## config.mk

```make
export PLATFORM = sky130hd
export DESIGN_NAME = led_matrix_scanner
export DESIGN_NICKNAME = d
export VERILOG_FILES = /design/src/rtl/led_matrix_pkg.sv /design/src/rtl/led_matrix_scanner_tick_prescaler.sv /design/src/rtl/led_matrix_scanner.sv
export SDC_FILE = /design/constraint.sdc
export NUM_CORES = 1
export LEC_CHECK = 0
export CORE_MARGIN = 3
export CORE_UTILIZATION = 55
export DETAILED_ROUTE_END_ITERATION = 7
export PLACE_DENSITY = 0.89
export SKIP_CTS_REPAIR_TIMING = 1
export SYNTH_ARGS = -nofsm -noshare
export SYNTH_HDL_FRONTEND = slang
export SYNTH_SLANG_ARGS = --single-unit
```

## constraint.sdc

```tcl
create_clock -name clk -period 2.6 [get_ports clk]
set_clock_uncertainty 0.1 [all_clocks]
set_input_delay 0.39 -clock clk [delete_from_list [all_inputs] [get_ports clk]]
set_output_delay 0.39 -clock clk [all_outputs]
set_load 0.01 [all_outputs]
```

## src/rtl/led_matrix_pkg.sv

```systemverilog
// Shared defaults and scan-state encoding for the LED matrix scanner slice.
package led_matrix_pkg;

  localparam int unsigned DEF_ROWS     = 8;
  localparam int unsigned DEF_COLS     = 8;
  localparam int unsigned DEF_PWM_BITS = 2;
  localparam int unsigned DEF_TICK_DIV = 1000;

  localparam int unsigned STATE_W = 1;
  localparam logic [STATE_W-1:0] IDLE = 1'b0;
  localparam logic [STATE_W-1:0] SCAN = 1'b1;

endpackage

```

## src/rtl/led_matrix_scanner_tick_prescaler.sv

```systemverilog
// Slot-tick prescaler: counts 0..TICK_DIV-1 while run is high, held at 0 otherwise.
module tick_prescaler
  import led_matrix_pkg::*;
#(
  parameter int unsigned TICK_DIV = DEF_TICK_DIV
) (
  input  logic clk,
  input  logic rst,
  input  logic run,
  output logic tick
);

  localparam int unsigned CW = (TICK_DIV > 1) ? $clog2(TICK_DIV) : 1;
  localparam logic [CW-1:0] TERM = CW'(TICK_DIV - 1);

  logic [CW-1:0] cnt_q, cnt_d;

  always_comb begin
    cnt_d = '0;
    if (run && (cnt_q != TERM)) begin
      cnt_d = cnt_q + 1'b1;
    end
  end

  assign tick = run && (cnt_q == TERM);

  always_ff @(posedge clk or negedge rst) begin
    if (!rst) begin
      cnt_q <= '0;
    end else begin
      cnt_q <= cnt_d;
    end
  end

endmodule

```

## src/rtl/led_matrix_scanner.sv

```systemverilog
// Multiplexed LED matrix scanner with double-buffered frames and per-row PWM brightness.
module led_matrix_scanner
  import led_matrix_pkg::*;
#(
  parameter int unsigned ROWS           = DEF_ROWS,
  parameter int unsigned COLS           = DEF_COLS,
  parameter int unsigned TICK_DIV       = DEF_TICK_DIV,
  parameter int unsigned PWM_BITS       = DEF_PWM_BITS,
  parameter int unsigned COL_ACTIVE_LOW = 1
) (
  input  logic                     clk,
  input  logic                     rst,
  input  logic                     enable,
  input  logic [ROWS*COLS-1:0]     frame_in,
  input  logic                     frame_valid,
  output logic                     frame_ready,
  input  logic [PWM_BITS-1:0]      brightness,
  output logic [ROWS-1:0]          row_out,
  output logic [COLS-1:0]          col_out,
  output logic [$clog2(ROWS)-1:0]  row_idx,
  output logic                     frame_sync
);

  localparam int unsigned RW = $clog2(ROWS);
  localparam logic [COLS-1:0] COL_OFF = (COL_ACTIVE_LOW != 0) ? {COLS{1'b1}} : {COLS{1'b0}};
  localparam logic [RW-1:0]   ROW_LAST = RW'(ROWS - 1);

  logic [STATE_W-1:0]   state_q, state_d;
  logic [PWM_BITS-1:0]  slot_q, slot_d;
  logic [RW-1:0]        row_q, row_d;
  logic [PWM_BITS-1:0]  bright_q, bright_d;
  logic [ROWS*COLS-1:0] active_q, active_d;
  logic [ROWS*COLS-1:0] shadow_q, shadow_d;
  logic                 shadow_full_q, shadow_full_d;
  logic                 swap_q, swap_d;
  logic [ROWS-1:0]      row_out_q, row_out_d;
  logic [COLS-1:0]      col_out_q, col_out_d;
  logic [RW-1:0]        row_idx_q, row_idx_d;
  logic                 frame_sync_q, frame_sync_d;

  logic            run;
  logic            tick;
  logic            slot_wrap;
  logic            boundary;
  logic            lit;
  logic [COLS-1:0] row_bits;

  // Leaving SCAN is seen by run in the same cycle, so outputs blank on the next edge.
  assign run       = (state_q == SCAN) && enable;
  assign slot_wrap = tick && (slot_q == '1);
  assign boundary  = slot_wrap && (row_q == ROW_LAST);
  assign row_bits  = active_q[int'(row_q)*COLS +: COLS];
  assign lit       = run && (slot_q <= bright_q);

  tick_prescaler #(
    .TICK_DIV (TICK_DIV)
  ) u_prescaler (
    .clk  (clk),
    .rst  (rst),
    .run  (run),
    .tick (tick)
  );

  always_comb begin
    state_d       = enable ? SCAN : IDLE;
    slot_d        = slot_q;
    row_d         = row_q;
    bright_d      = bright_q;
    active_d      = active_q;
    shadow_d      = shadow_q;
    shadow_full_d = shadow_full_q;
    swap_d        = 1'b0;

    if (!run) begin
      slot_d   = '0;
      row_d    = '0;
      bright_d = brightness;
    end else if (tick) begin
      slot_d = slot_q + 1'b1;
      if (slot_wrap) begin
        bright_d = brightness;
        row_d    = (row_q == ROW_LAST) ? '0 : row_q + 1'b1;
      end
    end

    // Swap and write are mutually exclusive: a write needs shadow empty, a swap needs it full.
    if (boundary && shadow_full_q) begin
      active_d      = shadow_q;
      shadow_full_d = 1'b0;
      swap_d        = 1'b1;
    end
    if (frame_valid && !shadow_full_q) begin
      shadow_d      = frame_in;
      shadow_full_d = 1'b1;
    end
  end

  // Output stage lags the counters by one clk; frame_sync is delayed to line up with row 0.
  always_comb begin
    row_out_d    = '0;
    col_out_d    = COL_OFF;
    row_idx_d    = run ? row_q : '0;
    frame_sync_d = swap_q && run;
    if (lit) begin
      row_out_d = ROWS'(1) << row_q;
      col_out_d = (COL_ACTIVE_LOW != 0) ? ~row_bits : row_bits;
    end
  end

  always_ff @(posedge clk or negedge rst) begin
    if (!rst) begin
      state_q       <= IDLE;
      slot_q        <= '0;
      row_q         <= '0;
      bright_q      <= '0;
      active_q      <= '0;
      shadow_q      <= '0;
      shadow_full_q <= 1'b0;
      swap_q        <= 1'b0;
      row_out_q     <= '0;
      col_out_q     <= COL_OFF;
      row_idx_q     <= '0;
      frame_sync_q  <= 1'b0;
    end else begin
      state_q       <= state_d;
      slot_q        <= slot_d;
      row_q         <= row_d;
      bright_q      <= bright_d;
      active_q      <= active_d;
      shadow_q      <= shadow_d;
      shadow_full_q <= shadow_full_d;
      swap_q        <= swap_d;
      row_out_q     <= row_out_d;
      col_out_q     <= col_out_d;
      row_idx_q     <= row_idx_d;
      frame_sync_q  <= frame_sync_d;
    end
  end

  assign row_out     = row_out_q;
  assign col_out     = col_out_q;
  assign row_idx     = row_idx_q;
  assign frame_sync  = frame_sync_q;
  assign frame_ready = ~shadow_full_q;

endmodule

```

# After elaboration in Yosys (flattened, before gate mapping)

Index checks and enable logic that the tools add are counted.

Add/sub/neg operators: 3
Magnitude comparators: 1
Eq/ne operators: 6
Shift-type cells: 2
Multiplexer cells: 17
Bitwise operators: 2
Reductions and logical operators: 12

Operators by type and width:

| operator                                                                 | count |
|---|---|
| 64-bit by 7-bit variable part select with 8-bit output                   | 1 |
| 8-bit 2-to-1 mux                                                         | 2 |
| 3-bit 2-to-1 mux                                                         | 5 |
| 10-bit by 1-bit adder with 10-bit output (second input constant)         | 1 |
| 10-bit == test (second input constant)                                   | 1 |
| 10-bit 2-to-1 mux                                                        | 1 |
| 2-bit 2-to-1 mux                                                         | 5 |
| 10-bit inequality test (second input constant)                           | 1 |
| 1-bit logical AND                                                        | 9 |
| 8-bit NOT                                                                | 1 |
| 1-bit by 3-bit left shift with 8-bit output (first input constant)       | 1 |
| 1-bit 2-to-1 mux                                                         | 4 |
| 2-bit by 1-bit inequality test with 1-bit output (second input constant) | 2 |
| 3-bit by 1-bit adder with 3-bit output (second input constant)           | 1 |
| 3-bit == test (second input constant)                                    | 1 |
| 2-bit by 1-bit adder with 2-bit output (second input constant)           | 1 |
| 2-bit == test (second input constant)                                    | 1 |
| 2-bit <= comparator                                                      | 1 |
| 2-bit AND reduction                                                      | 1 |
| 2-bit nonzero test                                                       | 1 |
| 1-bit logical NOT                                                        | 1 |
| 1-bit NOT                                                                | 1 |

Bits in registers: 168
Input bits: 70
Output and inout port bits: 21
Word-level logic and storage cells: 56

# Depth between registers and ports, before layout

Depth in word-level cells: 7
Gate-level depth with buffers: 7
Depth with buffers taken out: 6

# Hierarchy

Synthesis repeated with hierarchy kept, for this count alone.

Cell total of the unflattened synthesis: 473
Area total of the unflattened synthesis: 7,164.4 um^2

Modules (own cells, without submodules):

| module             | times used | cells each | area each (um^2) | sequential area each (um^2) |
|---|---|---|---|---|
| led_matrix_scanner | 1          | 423        | 6,656.4          | 3,963.8 |
| tick_prescaler     | 1          | 50         | 508.0            | 250.2 |

# Least setup slack after synthesis

Ideal clock, no wire load.

Path kind: reg-to-reg
From: reg u_prescaler.cnt_q[3]
To: reg active_q[0]
Setup time: 0.125 ns
Arrival time: 2.073 ns
Required time: 2.375 ns
Slack: 0.302 ns
Stages on the path, launching flop included: 7
Buffers on the path: 2
Clock period less this slack: 2.298 ns
Path through: dfrtp_1 > or3b_4 > nor4_4 > and4_4 > buf_12 > buf_12 > mux2_4

Longest elaborated chain between the ends: 5

RTL lines:

| what                   | line                                    | text |
|---|---|---|
| start, declared        | led_matrix_scanner_tick_prescaler.sv:16 | `logic [CW-1:0] cnt_q, cnt_d;` |
| start signal, assigned | led_matrix_scanner_tick_prescaler.sv:31 | `cnt_q <= cnt_d;` |
| 10-bit == test         | led_matrix_scanner_tick_prescaler.sv:25 | `assign tick = run && (cnt_q == TERM);` |
| 1-bit logical AND      | led_matrix_scanner_tick_prescaler.sv:25 |  |
| 1-bit logical AND      | led_matrix_scanner.sv:50                | `assign slot_wrap = tick && (slot_q == '1);` |
| 1-bit logical AND      | led_matrix_scanner.sv:51                | `assign boundary = slot_wrap && (row_q == ROW_LAST);` |
| 1-bit logical AND      | led_matrix_scanner.sv:87                | `if (boundary && shadow_full_q) begin` |
| end signal, assigned   | led_matrix_scanner.sv:129               | `active_q <= active_d;` |
| end, declared          | led_matrix_scanner.sv:32                | `logic [ROWS*COLS-1:0] active_q, active_d;` |

No other way between the ends.
A chain may end at the register's enable or synchronous reset.

# Final worst setup path

From: reg u_prescaler.cnt_q[3]
To: reg active_q[26]

The elaborated chain is that of the path after synthesis.

==> out/metrics.csv <==
stage,metric,value,unit
detailed_routing,DRC,0,
detailed_routing,final wirelength,14.6,mm
worst_setup_path,endpoint class of the critical path,flop,
detailed_routing,Via density,5.52,
synth,post-synth top area cell,dfrtp_1,
worst_setup_path,r2r endpoint,active_q[26],
cells_and_area,"commonest non-fill, non-tap cells in the layout","159 x dfrtp_1, 91 x mux2_2, 89 x clkdlybuf4s50_1",
power,static leakage,3.90,nW
grt,gr ovfl total,0,
floorplanning,num ports,91,
worst_setup_path,Worst setup SP type,flop,
detailed_routing,ANT nets after route,0,
grt,busiest grt layer,met2,
grt,met3 usage,5.75,%
detailed_routing,DRT iter0 DRCs,283,
cells_and_area,NumNets Final,646,
clock_network,Clock Tree Buf Depth,2,
grt,largest net degree at the start of global routing,67,
power,Switching Share,20.8,%
synth,Synth Area per Inst,15.1,µm²
power,Final Power,0.00562,W
timing,fin crit period,2.46,ns
timing,crit share post-route,94.5,%
placement,dpl hpwl,9.70,mm
floorplanning,Initial Utilization,57.4,%
timing,Achievable Freq,407,MHz
timing,hold slack,0.382,ns
detailed_routing,DR vias,4123,
timing,# setup viols final,0,
detailed_routing,drt first pass iters,5,
power,power density cells,641,mW/mm²
timing,setup TNS,0,ns
flow_run,max-cap violations,0,
grt,initial antenna violation count,0,
timing,worst-margin pin slew,0.677,ns
cells_and_area,share of post-route cells with drive strength above 1,31.8,%
synth,synth warn,0,
placement,IO Port Bufs,90,
grt,met1 global-route usage,28.4,%
power,power share of the combinational group,5.5,%
grt,met2 usage,35.5,%
status,status,"complete, no violations",
synth,top-area cell type share of the netlist area,56.6,%
power,Pint,0.00445,W
synth,number of synthesized register bits,168,
synth,Post-Syn Area,0.00707,mm²
clock_network,H-tree depth,4,
cells_and_area,Area Overhead vs Synth,23.8,%
worst_hold_path,hold crit path type,in2async,
synth,Synth cell types,31,
clock_network,clock sinks,168,
synth,sequential share of the synthesized area,59.6,%
timing,Final Max Slew Viols,0,
worst_setup_path,required time at the worst-slack endpoint,2.80,ns
clock_network,CTS tree,done,
floorplanning,DIE HEIGHT,119,µm
worst_setup_path,reg2reg setup slack,0.14,ns
cells_and_area,non-filler instance count after layout,747,
floorplanning,chip width,119,µm
detailed_routing,Routed WL per cell,19.6,µm
cells_and_area,"most common cell after layout, fill and taps aside",dfrtp_1,
floorplanning,core area,0.0123,mm²
timing,RSZ-0062 raised after global routing,no,
synth,"top cells by area, synth","dfrtp_1 57%, mux2_2 14%, mux2_4 8.5%",
worst_setup_path,crit path DAT,2.66,ns
floorplanning,die footprint,0.0143,mm²
worst_setup_path,Worst Path Max Fanout,15,
clock_network,Skew-Pair Late Insertion Delay,0.42,ns
clock_network,"Clk pin slew, worst setup/hold paths",0.06,ns
clock_network,CTS buffer count,17,
worst_setup_path,reg2reg start,u_prescaler.cnt_q[3],
cells_and_area,Final Util,71.1,%
grt,first-pass GRT wire length,24.2,mm
power,clock network power share,44.3,%
cells_and_area,n_diodes,0,
worst_setup_path,R2R cell count,5,
power,sequential share of power,50.2,%
clock_network,CTS root buf,clkbuf_16,
placement,placed cell count,714,
worst_setup_path,critical path class,reg2reg,
grt,vias in the first global route,4502,
synth,syn nets,547,
synth,synthesized instance count,467,
power,Sw Pwr,0.00117,W
placement,GPL Wtd Cong,0.869,
timing,Max transition margin,54.7,%
timing,Final Hold Vio Count,0,
floorplanning,number of placement rows,40,
grt,gr usage total,21.8,%
power,Worst VDD drop,0.000431,V
[cells by family (layout without fill, tap and decap cells)]
group	Yosys count	count (layout)	share of synthesized area, %
AO/OA/AOI/OAI	22	22	2.30
XOR/XNOR	7	7	0.867
adder cells (fa/ha/maj)	10	10	1.77
buffers and inverters	29	141	2.80
flip-flops	168	168	59.6
multiplexers	165	165	27.8
AND/OR/NAND/NOR	66	66	4.88
[synthesized netlist by cell type]
cell type / count
nor3_1: 3
nand2_1: 3
xnor2_1: 5
nand2b_1: 1
nand3_1: 13
and2_1: 3
a2bb2oi_1: 1
dfstp_2: 8
dfrtp_1: 160
buf_4: 2
or3b_2: 1
mux2_2: 91
a22oi_1: 16
o221a_2: 1
nor2_1: 27
nor2b_1: 2
xor2_1: 2
mux2_4: 40
or3b_4: 1
inv_1: 9
nand4_1: 1
and4_4: 1
and3_1: 8
ha_1: 10
buf_12: 5
nor4_4: 1
mux2i_1: 34
a21oi_1: 3
nor4_1: 1
clkbuf_1: 13
a211oi_1: 1
[power groups by stage]
stage	registers, W	clock network (W)	logic [W]
after global routing	0.00283	0.00264	0.000340
after global placement	0.00286	0	0.000294
final	0.00282	0.00249	0.000306
after CTS	0.00282	0.00252	0.000313
after detailed placement	0.00287	0	0.000309
after floorplan	0.00283	0	0.000122
[state kept, by name (all words and copies together) (netlist names)]
signal,count
row_idx,3
active_q,64
frame_sync,1
col_out,8
shadow_q,64
bright_q,2
slot_q,2
row_q,3
swap_q,1
row_out,8
state_q,1
u_prescaler.cnt_q,10
shadow_full_q,1
[routing by layer]
| layer | wire length [µm] | vias up |
|---|---|---|
| met1 | 6370 | 2120 |
| met4 | 290 | 0 |
| li1 | - | 1861 |
| met5 | 0 | - |
| met3 | 574 | 27 |
| met2 | 7380 | 115 |
[how the worst max path moves through the flow]
stage | slack [ns] | cells after the start | from | end
floorplan | 0.30 | 6 | u_prescaler.cnt_q[3] | active_q[0]
global placement | 0.26 | 5 | u_prescaler.cnt_q[3] | active_q[44]
detailed placement | 0.18 | 5 | u_prescaler.cnt_q[3] | active_q[24]
CTS | 0.15 | 5 | u_prescaler.cnt_q[3] | active_q[32]
global route | 0.08 | 5 | u_prescaler.cnt_q[3] | active_q[31]
finish | 0.14 | 5 | u_prescaler.cnt_q[3] | active_q[26]
[critical path, stage by stage (launching register included)]
cell and delay (ns):
dfrtp_1 0.44, or3b_4 0.45, nor4_4 0.28, and4_4 0.45, buf_4 0.27, mux2_2 0.35
[final cells by class]
class / instances / area [µm²]
sequential: 168 / 4220
fill: 795 / 3550
multi-input combinational: 270 / 2670
timing repair buffer: 100 / 1040
clock buffer: 25 / 495
tap: 168 / 210
clock inverter: 7 / 93.8
inverter: 9 / 33.8
[through the flow]
stage / instance area (µm²) / setup slack [ns]
after floorplan: 7070 / 0.302
after global placement: 8160 / 0.260
after detailed placement: 8160 / 0.184
after CTS: 8750 / 0.152
after global routing: 8760 / 0.0845
final: 8760 / 0.144
No activity file was read; power rests on OpenSTA's default activity.
==> patch 1: new RTL, same settings <==
Set the package constant `DEF_COLS` to 12 (it was 8).
--- a/src/rtl/led_matrix_pkg.sv
+++ b/src/rtl/led_matrix_pkg.sv
@@ -2,7 +2,7 @@
 package led_matrix_pkg;
 
   localparam int unsigned DEF_ROWS     = 8;
-  localparam int unsigned DEF_COLS     = 8;
+  localparam int unsigned DEF_COLS     = 12;
   localparam int unsigned DEF_PWM_BITS = 2;
   localparam int unsigned DEF_TICK_DIV = 1000;
 
Ports: changed (resized col_out and frame_in); port bits go from 91 to 127. The function was not compared with the original's and may differ.
==> patch 1 against the unedited design <==
Setup slack better by 0.024 ns. Design area up 36%. Global-route usage down 0.83 points. Routed wire length up 36%. Area after synthesis up 36%. Sequential cell count up 68. Total power up 38%. Synthesized cell count up 38%.
==> patch 1: results (changes against the unedited design) <==
- Clock latency on the worst-skew pair: 0.52 ns (+0.10 ns)
- Non-Filler Instances: 1010 (+35%)
- Global Route Usage Sum: 20.9% (-0.83 points)
- Syn Inst Count: 645 (+38%)
- Total CTS buffers: 24 (+7)
- Final Wtd Congestion: 0.818 (-5.9%)
- Status: complete, no violations
- Pre-Repair DR Iteration Count: 4 (-1)
- Static leakage: 5.38 nW (+38%)
- DRT iter0 DRCs: 362 (+28%)
- Share of cells above drive strength 1: 30.9% (-0.89 points)
- DP Worst Slack: 0.190 ns (+0.00599 ns)
- Switch share: 21.6% (+0.82 points)
- Max_slew headroom: 24.4% (-30 points)
- Post-Place Cells: 965 (+35%)
- Fin util: 70.6% (-0.58 points)
- WL/cell: 19.7 um (+0.65%)
- Post-synthesis net count: 757 (+38%)
- # fillers: 1042 (+31%)
- Max-slew violations: 0 (unchanged)
- Top cells by area, synth: dfrtp_1 58%, mux2_2 20%, mux2i_1 5.2%, dfstp_2 3.3%, mux2_1 2.3%
- Synth cell types: 32 (+3.2%)
- Max VDD drop: 0.493 mV (+14%)
- Vias: 5593 (+36%)
- CTS HTree Levels: 1 (-3)
- Most instantiated cells after synthesis: 224 x dfrtp_1, 175 x mux2_2, 50 x mux2i_1
- Clock Tree Buf Depth: 3 (+1)
- First-pass GRT wire length: 32500 um (+34%)
- Worst Path Arrival: 2.73 ns (+0.07 ns)
- Final HPWL DP: 13400 um (+39%)
- Crit Path Max Fanout: 61 (+46)
- Largest net degree at the start of global routing: 111 (+66%)
==> patch 1: cell count changes after synthesis, moves of 6 or more <==
cell      before  now
mux2_2        91  175
a22oi_1       16   24
mux2i_1       34   50
mux2_1         0   20
clkbuf_1      13   19
buf_4          2    8
dfrtp_1      160  224
nand3_1       13   19
mux2_4        40    0
==> patch 1: area by class of cell <==
type / instances / share of cell area, %
inverter: 9 / 0.284
timing repair buffer: 136 / 11.8
multi-input combinational: 365 / 29.3
sequential: 236 / 49.7
clock buffer: 35 / 6.06
clock inverter: 9 / 0.536
tap: 220 / 2.31
==> patch 1: kinds of logic after synthesis <==
kind of cell / count (synthesis) / synth area share (%)
multiplexers: 245 / 28.0
buffers and inverters: 44 / 2.34
adder cells (fa/ha/maj): 10 / 1.30
XOR/XNOR: 7 / 0.637
flip-flops: 236 / 61.5
AO/OA/AOI/OAI: 28 / 2.21
AND/OR/NAND/NOR: 75 / 3.94
==> patch 1: critical path, cell delays in order, from the launching register on <==
cell,delay [ns]
dfrtp_1,0.42
or3b_4,0.43
nor4_4,0.30
and4_4,0.32
buf_12,0.31
mux2_2,0.39
==> patch 1: final timing paths <==
kind | from | to | slack [ns]
setup / recovery | u_prescaler.cnt_q[2] | active_q[76] | 0.17
hold / removal | rst | active_q[2] | 0.23
setup reg to reg | u_prescaler.cnt_q[2] | active_q[76] | 0.17
hold reg to reg | shadow_q[49] | active_q[49] | 0.39
max in group asynchronous | rst | row_out[2] | 1.29
min in group clk | enable | state_q | 0.30
==> patch 1: power by group through the flow <==
| stage | combinational [mW] | sequential (mW) | clock (mW) |
|---|---|---|---|
| 6_report | 0.435 | 3.96 | 3.34 |
| 5_1_grt | 0.478 | 3.98 | 3.55 |
| 4_1_cts | 0.444 | 3.96 | 3.38 |
| 3_5_place_dp | 0.438 | 4.03 | 0 |
| 3_3_place_gp | 0.416 | 4.02 | 0 |
| 2_1_floorplan | 0.172 | 3.98 | 0 |
==> patch 1: layer usage <==
metal  vias to the layer above  routed length, um  global-route usage, %  part of all wire, %
li1                       2556                  -                      -                    -
met1                      2848               8280                   27.7                   42
met2                       151              10200                   35.5                   51
met3                        38                977                   4.14                  4.9
met4                         0                468                   6.14                  2.4
met5                         -                  0                      0                    0
==> patch 2: new RTL, same settings <==
Without the edit above. Register the output `frame_sync` once more; this adds one clock of latency there. The other outputs are not delayed to match.
--- a/src/rtl/led_matrix_scanner.sv
+++ b/src/rtl/led_matrix_scanner.sv
@@ -140,7 +140,9 @@
   assign row_out     = row_out_q;
   assign col_out     = col_out_q;
   assign row_idx     = row_idx_q;
-  assign frame_sync  = frame_sync_q;
+  always_ff @(posedge clk) begin
+    frame_sync <= frame_sync_q;
+  end
   assign frame_ready = ~shadow_full_q;
 
 endmodule
Check against the original RTL: same outputs for any inputs over 10 cycles, from zero or initial values and one cycle with rst low; that may be too few to reach the edited logic, so the function may still have changed.
==> patch 2 against the unedited design <==
Routed wire length is 0.59% lower. Area after synthesis is 0.28% higher. Design area is 0.26% higher. Setup slack better by 0.095 ns. Utilization is 0.18 points higher. Sequential cell count is 1 higher. Total power is 0.20% higher. Largest power group unchanged.
==> patch 2: results (changes against the unedited design) <==
- DRT iter0 DRCs: 284 (+0.35%)
- Vias in the first global route: 4553 (+1.1%)
- Share of cells above drive strength 1: 32.1% (+0.29 points)
- Clock latency on the worst-skew pair: 0.42 ns (about the same)
- Syn Inst Count: 468 (+0.21%)
- Crit Path Max Fanout: 38 (+23)
- Max VDD drop: 0.536 mV (+24%)
- Biggest registers after layout: active_q x64, shadow_q x64, u_prescaler.cnt_q x10
- Global Route Usage Sum: 21.6% (-0.12 points)
- Vias: 4055 (-1.6%)
- Via/cell ratio: 5.42 (-1.8%)
- Nets@finish: 647 (+0.15%)
- WL/cell: 19.4 um (-0.72%)
- Pre-Repair DR Iteration Count: 4 (-1)
- Top cell type's share of synthesized area: 56.5% (-0.16 points)
- Worst Path Arrival: 2.56 ns (-0.10 ns)
- CTS HTree Levels: 4 (unchanged)
- First-pass GRT wire length: 23900 um (-1.4%)
- Post-synthesis net count: 548 (+0.18%)
- Worst-Margin Slew: 0.640 ns (-0.0366 ns)
- CP max stage cell: or3b_4
- Post-Place Cells: 715 (+0.14%)
- Crit-path max cell delay: 0.45 ns (about the same)
- Static leakage: 3.91 nW (about the same)
- Final HPWL DP: 9660 um (-0.43%)
- Status: complete, no violations
- Largest net degree at the start of global routing: 71 (+6.0%)
- Sequential element share of the synthesized area: 59.7% (+0.11 points)
- Hold Crit Class: reg2reg
- Diode count: 0 (unchanged)
- CTS root buf: clkbuf_16
- Top cells by area, synth: dfrtp_1 56%, mux2_2 14%, mux2_4 8.5%, mux2i_1 4.8%, dfstp_2 3.0%
- Most instantiated cells after synthesis: 160 x dfrtp_1, 91 x mux2_2, 40 x mux2_4
- Clock Tree Buf Depth: 2 (unchanged)
- Min-Delay Startpoint: frame_sync_q
- Final Wtd Congestion: 0.788 (-9.3%)
- Synth cell types: 32 (+3.2%)
- Detail Route Antenna Nets: 0 (unchanged)
- Ys async rst share: 99.4% (-0.59 points)
- Clock-pin slew of the registers on the worst-case setup and hold paths: 0.06 ns (about the same)
patch 2: cell count changes after synthesis, sizes merged:
cell / delta
dfxtp: +1
patch 2: path summary, 6_finish.rpt:
check / end / slack, ns / depth (start not counted)
max reg2reg: active_q[24] / 0.24 / 5
min in group asynchronous: active_q[2] / 0.44 / 2
min reg2reg: frame_sync / 0.26 / 0
min: frame_sync / 0.26 / 0
max in group asynchronous: col_out[7] / 1.24 / 3
max: active_q[24] / 0.24 / 5
patch 2: through the flow:
| step | setup slack, ns | area, um^2 |
|---|---|---|
| global route | 0.175 | 8780 |
| floorplan | 0.302 | 7090 |
| finish | 0.239 | 8780 |
| detailed placement | 0.282 | 8180 |
| global placement | 0.337 | 8180 |
| CTS | 0.258 | 8770 |
patch 2: layer usage:
layer / vias to the layer above / global-route usage (%) / part of all wire [%]
met4: 0 / 7.23 / 1.7
met2: 107 / 37.0 / 52
met1: 2070 / 26.8 / 42
met5: - / 0 / 0
li1: 1854 / - / -
met3: 24 / 5.75 / 4.6
patch 2: power by group:
| part | internal [mW] | switching [mW] |
|---|---|---|
| Clock | 1.49 | 0.996 |
| Sequential | 2.75 | 0.0790 |
| Combinational | 0.195 | 0.113 |
patch 2: logic make-up after synthesis:
logic type	Yosys count	share of synthesized area (%)
XOR/XNOR	7	0.865
adder cells (fa/ha/maj)	10	1.76
AO/OA/AOI/OAI	22	2.29
flip-flops	169	59.7
multiplexers	165	27.7
buffers and inverters	29	2.79
AND/OR/NAND/NOR	66	4.87
patch 2: worst max-delay path, delay by kind of cell (launching register included):
| kind | cells | cell delay, ns |
|---|---|---|
| AND/OR/NAND/NOR | 3 | 1.03 |
| buffers and inverters | 1 | 0.27 |
| flip-flops | 1 | 0.44 |
| multiplexers | 1 | 0.38 |
patch 2: layout make-up:
cell class	instances	area, um^2
Clock inverter	10	118
Tap cell	168	210
Clock buffer	22	474
Timing Repair Buffer	100	1040
Sequential cell	169	4240
Fill cell	806	3530
Multi-Input combinational cell	270	2670
Inverter	9	33.8
